[src/rtl/sf3_tester_pkg.sv]
// Shared types and constants for the SF3 page test sequencer: FSM states,
// flash address masks and the pattern LFSR step function.
package sf3_tester_pkg;

    typedef enum logic [3:0] {
        S_IDLE,
        S_ERASE_CMD,
        S_ERASE_ACK,
        S_ERASE_WAIT,
        S_PROG_DATA,
        S_PROG_CMD,
        S_PROG_ACK,
        S_PROG_WAIT,
        S_READ_CMD,
        S_READ_ACK,
        S_READ_DATA,
        S_DONE
    } t_seq_state;

    localparam logic [31:0] c_sf3_subsector_mask = 32'hFFFF_F000;
    localparam logic [31:0] c_sf3_page_mask      = 32'hFFFF_FF00;

    // x^8+x^6+x^5+x^4+1 as a left-shifting Fibonacci register: taps on bits 7,5,4,3
    localparam logic [7:0]  c_lfsr_taps  = 8'hB8;
    localparam logic [8:0]  c_no_err_idx = 9'h1FF;
    localparam logic [8:0]  c_err_sat    = 9'd256;

    function automatic logic [7:0] lfsr_next(input logic [7:0] q);
        return {q[6:0], ^(q & c_lfsr_taps)};
    endfunction

endpackage

[src/rtl/sf3_pattern_lfsr.sv]
// Pattern generator shared by the write and compare phases; updates one CE cycle
// after load/step, never stalls (the caller gates step with its own handshake).
module sf3_pattern_lfsr
    import sf3_tester_pkg::*;
(
    input  logic       i_clk_mhz,
    input  logic       i_rstn_mhz,
    input  logic       i_ce_mhz_div,
    input  logic       i_load,
    input  logic       i_step,
    input  logic [7:0] i_seed,
    output logic [7:0] o_pattern
);

    always_ff @(posedge i_clk_mhz or negedge i_rstn_mhz) begin
        if (!i_rstn_mhz) begin
            o_pattern <= 8'h01;
        end else if (i_ce_mhz_div) begin
            if (i_load) begin
                o_pattern <= i_seed;
            end else if (i_step) begin
                o_pattern <= lfsr_next(o_pattern);
            end
        end
    end

endmodule

[src/rtl/sf3_page_test_sequencer.sv]
// Erase / program / read-back / compare of one flash page per start; all outputs
// registered, one CE cycle behind the FSM; waits indefinitely on driver ready/valid.
module sf3_page_test_sequencer
    import sf3_tester_pkg::*;
#(
    parameter int         parm_page_len  = 256,
    parameter logic [7:0] parm_lfsr_seed = 8'hA5
) (
    input  logic        i_clk_mhz,
    input  logic        i_rstn_mhz,
    input  logic        i_ce_mhz_div,
    input  logic        i_start,
    input  logic [31:0] i_test_address,
    output logic        o_busy,
    output logic        o_done,
    output logic        o_pass,
    output logic [8:0]  o_err_count,
    output logic [8:0]  o_first_err_idx,
    input  logic        i_command_ready,
    output logic [31:0] o_address_of_cmd,
    output logic        o_cmd_erase_subsector,
    output logic        o_cmd_page_program,
    output logic        o_cmd_random_read,
    output logic [8:0]  o_len_random_read,
    output logic [7:0]  o_wr_data_stream,
    output logic        o_wr_data_valid,
    input  logic        i_wr_data_ready,
    input  logic [7:0]  i_rd_data_stream,
    input  logic        i_rd_data_valid
);

    localparam logic [8:0] c_len  = 9'(parm_page_len);
    localparam logic [7:0] c_seed = (parm_lfsr_seed == 8'h00) ? 8'h01 : parm_lfsr_seed;

    t_seq_state  state, state_nxt;
    logic [31:0] addr_q;
    logic [8:0]  byte_cnt;
    logic [8:0]  cnt_inc;
    logic [7:0]  pattern;
    logic        lfsr_load;
    logic        wr_xfer;
    logic        rd_take;
    logic        mismatch;
    logic        start_acc;

    assign cnt_inc           = byte_cnt + 9'd1;
    assign start_acc         = (state == S_IDLE) && i_start;
    assign mismatch          = rd_take && (i_rd_data_stream != pattern);
    assign o_wr_data_stream  = pattern;
    assign o_len_random_read = c_len;

    sf3_pattern_lfsr u_lfsr (
        .i_clk_mhz    (i_clk_mhz),
        .i_rstn_mhz   (i_rstn_mhz),
        .i_ce_mhz_div (i_ce_mhz_div),
        .i_load       (lfsr_load),
        .i_step       (wr_xfer || rd_take),
        .i_seed       (c_seed),
        .o_pattern    (pattern)
    );

    always_ff @(posedge i_clk_mhz or negedge i_rstn_mhz) begin
        if (!i_rstn_mhz) begin
            state <= S_IDLE;
        end else if (i_ce_mhz_div) begin
            state <= state_nxt;
        end
    end

    always_comb begin
        state_nxt = state;
        lfsr_load = 1'b0;
        wr_xfer   = 1'b0;
        rd_take   = 1'b0;
        case (state)
            S_IDLE:       if (i_start)          state_nxt = S_ERASE_CMD;
            S_ERASE_CMD:  if (i_command_ready)  state_nxt = S_ERASE_ACK;
            S_ERASE_ACK:  if (!i_command_ready) state_nxt = S_ERASE_WAIT;
            S_ERASE_WAIT: if (i_command_ready) begin
                state_nxt = S_PROG_DATA;
                lfsr_load = 1'b1;
            end
            S_PROG_DATA: begin
                wr_xfer = i_wr_data_ready;
                if (i_wr_data_ready && (cnt_inc == c_len)) state_nxt = S_PROG_CMD;
            end
            S_PROG_CMD:   if (i_command_ready)  state_nxt = S_PROG_ACK;
            S_PROG_ACK:   if (!i_command_ready) state_nxt = S_PROG_WAIT;
            S_PROG_WAIT:  if (i_command_ready)  state_nxt = S_READ_CMD;
            S_READ_CMD:   if (i_command_ready)  state_nxt = S_READ_ACK;
            S_READ_ACK:   if (!i_command_ready) begin
                state_nxt = S_READ_DATA;
                lfsr_load = 1'b1;
            end
            S_READ_DATA: begin
                // surplus bytes after the page are neither counted nor compared
                rd_take = i_rd_data_valid && (byte_cnt != c_len);
                if ((byte_cnt == c_len) && i_command_ready) state_nxt = S_DONE;
            end
            S_DONE:       state_nxt = S_IDLE;
            default:      state_nxt = S_IDLE;
        endcase
    end

    always_ff @(posedge i_clk_mhz or negedge i_rstn_mhz) begin
        if (!i_rstn_mhz) begin
            addr_q                <= '0;
            byte_cnt              <= '0;
            o_busy                <= 1'b0;
            o_done                <= 1'b0;
            o_pass                <= 1'b0;
            o_err_count           <= '0;
            o_first_err_idx       <= c_no_err_idx;
            o_address_of_cmd      <= '0;
            o_cmd_erase_subsector <= 1'b0;
            o_cmd_page_program    <= 1'b0;
            o_cmd_random_read     <= 1'b0;
            o_wr_data_valid       <= 1'b0;
        end else if (i_ce_mhz_div) begin
            // strobes last exactly the CE cycle in which the driver reported ready
            o_cmd_erase_subsector <= (state == S_ERASE_CMD) && i_command_ready;
            o_cmd_page_program    <= (state == S_PROG_CMD)  && i_command_ready;
            o_cmd_random_read     <= (state == S_READ_CMD)  && i_command_ready;
            o_wr_data_valid       <= (state_nxt == S_PROG_DATA);
            o_done                <= (state_nxt == S_DONE);

            if (start_acc) begin
                addr_q           <= i_test_address & c_sf3_page_mask;
                o_address_of_cmd <= i_test_address & c_sf3_subsector_mask;
                o_busy           <= 1'b1;
                o_pass           <= 1'b0;
                o_err_count      <= '0;
                o_first_err_idx  <= c_no_err_idx;
            end
            if ((state == S_ERASE_WAIT) && i_command_ready) begin
                o_address_of_cmd <= addr_q;
            end

            if (start_acc || lfsr_load) begin
                byte_cnt <= '0;
            end else if (wr_xfer || rd_take) begin
                byte_cnt <= cnt_inc;
            end

            if (mismatch) begin
                if (o_err_count != c_err_sat) o_err_count <= o_err_count + 9'd1;
                if (o_first_err_idx == c_no_err_idx) o_first_err_idx <= byte_cnt;
            end

            // no byte is taken on the exit edge, so the count is already final here
            if ((state == S_READ_DATA) && (state_nxt == S_DONE)) begin
                o_pass <= (o_err_count == 9'd0);
            end
            if (state == S_DONE) begin
                o_busy <= 1'b0;
            end
        end
    end

endmodule

[config.mk]
export PLATFORM = sky130hd
export DESIGN_NAME = sf3_page_test_sequencer
export DESIGN_NICKNAME = d
export VERILOG_FILES = /design/src/rtl/sf3_tester_pkg.sv /design/src/rtl/sf3_pattern_lfsr.sv /design/src/rtl/sf3_page_test_sequencer.sv
export SDC_FILE = /design/constraint.sdc
export NUM_CORES = 1
export LEC_CHECK = 0
export BUFFER_PORTS_ARGS = -buffer_cell sky130_fd_sc_hd__buf_2
export CAP_MARGIN = 25
export CORE_ASPECT_RATIO = 0.5
export CORE_UTILIZATION = 53
export DETAILED_ROUTE_END_ITERATION = 12
export GPL_TIMING_DRIVEN = 0
export MAX_ROUTING_LAYER = met4
export PLACE_DENSITY = 0.91
export SLEW_MARGIN = 40
export SYNTH_ARGS = -nofsm -noshare
export SYNTH_HDL_FRONTEND = slang
export SYNTH_SLANG_ARGS = --single-unit
[constraint.sdc]
create_clock -name i_clk_mhz -period 3 [get_ports i_clk_mhz]
set_input_delay 0.75 -clock i_clk_mhz [delete_from_list [all_inputs] [get_ports i_clk_mhz]]
set_output_delay 0.75 -clock i_clk_mhz [all_outputs]
set_load 0.01 [all_outputs]
Word-level counts from Yosys, hierarchy flattened
Cells that the tools add are included.

Input port bits: 47. Bits in registers: 102. Logic and storage cells: 94. Output and inout bits: 74.

Reduce and logical (&&, ||, !) cells: 26. Muxes and demuxes: 33. Add/sub/neg operators: 2. Eq/ne operators: 19.

Operators by type and width (count): 9-bit two-way mux (8); 32-bit two-way mux (2); 4-bit two-way mux (11); 4-bit case mux with 11 select lines (1); 9-bit == test (second input constant) (3); 4-bit by 3-bit == test with 1-bit output (second input constant) (5); 4-bit == test (second input constant) (5); 9-bit by 1-bit adder with 9-bit output (second input constant) (2); 9-bit inequality test (second input constant) (2); 8-bit two-way mux (2); 2-bit AND reduction (6); 1-bit logical AND (10); 2-bit nonzero test (5); 9-bit logical NOT (1); 4-bit by 2-bit == test with 1-bit output (second input constant) (2); 1-bit two-way mux (8); 8-bit inequality test (1); 8-bit parity (1); 4-bit by 1-bit == test with 1-bit output (second input constant) (1); 4-bit logical NOT (1); 1-bit logical OR (2); 1-bit case mux with 2 select lines (1).

Logic depth before layout (Yosys ltp)
Depth in word-level cells: 9. Gate-level depth with buffers: 9. Gate-level depth less buffers: 8.

Cells and area by module
A second synthesis with hierarchy kept.

Cell total of the unflattened synthesis: 507. Area, all modules: 4937.2 um2.

Modules (own cells, without submodules): sf3_page_test_sequencer (sequential area each 2163.3 um2, cells each 469, area an instance 4514.3 um2, times used 1); sf3_pattern_lfsr (sequential area each 201.4 um2, cells each 38, area an instance 422.9 um2, times used 1).

Worst setup path after synthesis
OpenSTA, ideal clock, no wires.

Path kind: register -> register. Start point: register byte_cnt[0]. End point: register o_err_count[7]. Stages on the path, launching flop included: 10. Buffers on the path: 1. Slack: 0.738 ns. Period minus slack after synthesis: 2.262 ns. Library setup time: 0.121 ns. Arrival time: 2.141 ns. Required time: 2.879 ns. Path through: dfrtp_1 -> inv_1 -> ha_1 -> and4bb_4 -> a211oi_4 -> o21ai_2 -> nor3b_4 -> buf_6 -> o22ai_1 -> a22o_1.

Word-level cells in the longest chain between the ends: 5.

Ends and longest elaborated chain: from (decl) (line sf3_page_test_sequencer.sv:37) `logic [8:0] byte_cnt;`; from (signal assigned) (line sf3_page_test_sequencer.sv:142) `byte_cnt <= cnt_inc;`; 9-bit inequality test (line sf3_page_test_sequencer.sv:97) `rd_take = i_rd_data_valid && (byte_cnt != c_len);`; 1-bit logical AND (line sf3_page_test_sequencer.sv:97); 1-bit two-way mux (line sf3_page_test_sequencer.sv:75) `case (state)`; 1-bit logical AND (line sf3_page_test_sequencer.sv:48) `assign mismatch = rd_take && (i_rd_data_stream != pattern);`; 9-bit two-way mux (line sf3_page_test_sequencer.sv:145) `if (mismatch) begin`; to (signal assigned) (line sf3_page_test_sequencer.sv:146) `if (o_err_count != c_err_sat) o_err_count <= o_err_count + 9'd1;`; to (decl) (line sf3_page_test_sequencer.sv:17) `output logic [8:0] o_err_count,`.

Every way passes these cells. A chain may end at the register's enable or synchronous reset.

Worst setup path in the final report
Ends and elaborated chain as after synthesis.

==> flow_summary_export.csv <==
group,metric,value,unit
status,outcome,"finished, final reports clean",
power,peakVddDrop,428,µV
worst_setup_path,crit_required,3.24,ns
power,seqPwrFrac,40.5,%
power,p_per_area,912,nW/µm²
synth,synth_edf_count,0,
timing,rsz0062_at_grt,"no",
global_routing,antenna_found_initial,0,
synth,syn-cell-area,4800,µm²
placement,place_hpwl,7.90,mm
finish,finalNonFillerCells,752,
clock_tree,post-cts-setup-buffer-count,0,
timing,fin_crit,2.65,ns
worst_setup_path,crit_path_max_fanout,10,
timing,hold_slack,0.287,ns
synth,yosysWarnings,0,
clock_tree,cts_tree,"yes",
timing,max_freq,378,MHz
timing,maxSlewViolCount,0,
detailed_routing,remaining_drc_errors,0,
finish,final_common_cell,"nand2_1",
finish,drive_above_1_share,26.3,%
finish,nets,682,
clock_tree,cts_made_buffers,9,
clock_tree,clock_latency,0.35,ns
synth,synth_top_flop_cell,"dfrtp_1",
detailed_routing,drt-pass1-iter-count,4,
clock_tree,ctsResizeCount,0,
clock_tree,cts_buffer_depth,2,
timing,finalHoldViolCount,0,
global_routing,grt_max_degree,61,
die,core,8740,µm²
placement,place.port_buffers,95,
power,switching_share,36.3,%
die,dieHeight,69.3,µm
power,p_switching,1.94,mW
global_routing,grt_overflow,0,
timing,fin_crit_sh,88.3,%
detailed_routing,viasPerCell,5.49,
worst_setup_path,r2r_setup_slack,0.35,ns
finish,diodes,0,
finish,final_cell_mix,"130 x nand2_1, 104 x buf_2, 84 x dfrtp_1",
detailed_routing,wire_per_inst,15.2,µm
synth,syn_inst,508,
clock_tree,holdBufCountCts,0,
die,start_util,54.9,%
finish,fill_cells,660,
clock_tree,cts-root-buf,"clkbuf_16",
worst_setup_path,cp-end-kind,"flip-flop",
die,ioPinCount,121,
worst_setup_path,cp-start-kind,"flip-flop",
detailed_routing,drt_wl_total,11.5,mm
worst_setup_path,cp_data_arrival_time,2.88,ns
run,maxCapViolations,0,
die,fp.dieW,137,µm
clock_tree,htreeDepth,3,
worst_setup_path,r2r_end,"o_err_count[7]",
power,power.internal,3.40,mW
worst_setup_path,r2r_cells,9,
synth,ys_ff_latch,94,
die,die-area,9470,µm²
detailed_routing,vias,4125,
power,power_frac_comb,35.3,%
synth,syn_avg_cell_area,9.45,µm²
die,rows,24,
timing,worst_pin_slew,0.571,ns
hold_path,holdCritPathClass,"input port to asynchronous set/reset pin",
power,p_clk_share,24.2,%
worst_setup_path,worstSetupPathType,"flip-flop to flip-flop",
finish,syn_to_final_growth,21.9,%
global_routing,grt_usage,26.5,%
timing,skew,0.00560,ns
timing,finalSetupViolCount,0,
placement,dp.cells,736,
timing,finalSetupTns,0,ns
clock_tree,cts.sinks,94,
clock_tree,path_clk_slew,0.06,ns
power,leakagePower,2.90,nW
synth,ys_types,59,
detailed_routing,drt_iter0_drc,223,
timing,timing.slew.headroom,62.0,%
worst_setup_path,worstReg2RegStart,"byte_cnt[0]",
detailed_routing,antenna_left,0,
global_routing,grt_pass1_wl,18.8,mm
placement,gp_congestion,0.900,
synth,synth-seq-area-share,49.3,%
synth,synthArstFlopShare,100,%
global_routing,grt_pass1_vias,3959,
[metal layers]
layer	GRT usage, %	part of all wire, %	up-vias
li1	-	-	1952
met1	32.0	42	2000
met5	-	0	-
met2	43.0	50	140
met4	11.6	2.3	0
met3	5.77	5.3	33
[through the flow]
step	utilization [%]	total power, mW	area [µm²]	setup WS [ns]
global placement	62.7	3.93	5480	0.290
floorplan	-	3.36	4860	0.738
finish	67.0	5.34	5850	0.351
CTS	67.0	5.35	5850	0.366
detailed placement	63.1	4.04	5510	0.391
global route	67.0	5.68	5850	0.210
[power groups by stage]
stage	Sequential, mW	Combinational, mW	Clock, mW
floorplan	2.24	1.13	0
global placement	2.14	1.79	0
detailed placement	2.17	1.87	0
CTS	2.15	1.89	1.31
global route	2.21	2.10	1.36
finish	2.16	1.89	1.29
[cell families (layout without fill, tap and decap cells)]
family                   Yosys count  in the layout  synth area share, %
flip-flops                        94             94                 49.3
AO/OA/AOI/OAI                     99             99                 13.7
buffers and inverters             58            170                 6.75
AND/OR/NAND/NOR                  207            207                 20.1
XOR/XNOR                          14             14                 2.55
multiplexers                      29             29                 6.15
adder cells (fa/ha/maj)            5              5                 1.30
other                              2             17                0.156
[worst max-delay path, cell delays in order (launching register included)]
cell and delay, ns:
dfrtp_1 0.55, inv_1 0.10, ha_1 0.21, and4bb_4 0.21, a211oi_4 0.30, o21ai_2 0.21, nor3b_4 0.43, buf_6 0.20
o22ai_1 0.08, a22o_1 0.24
[registers in the layout (all words and copies together) (netlist names), 4 cells and up]
register	cells
byte_cnt	9
o_err_count	9
o_address_of_cmd	24
u_lfsr.o_pattern	8
addr_q	24
o_first_err_idx	9
state	4
[how the worst max path moves through the flow]
stage | cells after the start | from | end | slack, ns
floorplan | 9 | byte_cnt[0] | o_err_count[7] | 0.74
global placement | 1 | i_rstn_mhz | o_address_of_cmd[17] | 0.29
detailed placement | 9 | byte_cnt[0] | o_err_count[7] | 0.39
CTS | 9 | byte_cnt[0] | o_err_count[0] | 0.37
global route | 9 | byte_cnt[0] | o_err_count[7] | 0.21
finish | 9 | byte_cnt[0] | o_err_count[7] | 0.35
[cells in the mapped netlist, types with 3 or more instances]
cell type,number,area (µm²)
xor2_1,3,26.3
o21ai_0,40,200
clkbuf_1,16,60.1
a32o_1,4,40.0
a21oi_1,9,45.0
dfrtp_1,84,2100
and3_1,7,43.8
o21ai_1,9,45.0
buf_6,4,45.0
a21o_1,3,22.5
o22a_1,10,87.6
nand2b_1,4,25.0
xnor2_1,11,96.3
o31ai_1,4,30.0
mux2i_1,25,250
dfstp_2,10,263
nand4_1,5,31.3
inv_1,10,37.5
nor2_1,19,71.3
buf_4,17,128
nand3_1,12,60.1
ha_1,5,62.6
mux2_1,3,33.8
nor3_1,6,30.0
nor2b_1,5,31.3
o22ai_1,3,18.8
nand2_1,130,488
buf_2,10,50.1
[area by class of cell]
cell class / count / area, µm² / share of cell area, %
inverter: 11 / 41.3 / 0.705
buffer: 47 / 283 / 4.83
tap: 117 / 146 / 2.50
timing repair buffer: 96 / 509 / 8.70
multi-input combinational: 371 / 2170 / 37.0
clock buffer: 11 / 253 / 4.32
sequential: 94 / 2360 / 40.4
clock inverter: 5 / 88.8 / 1.52
No activity file was read; power rests on OpenSTA's default activity.
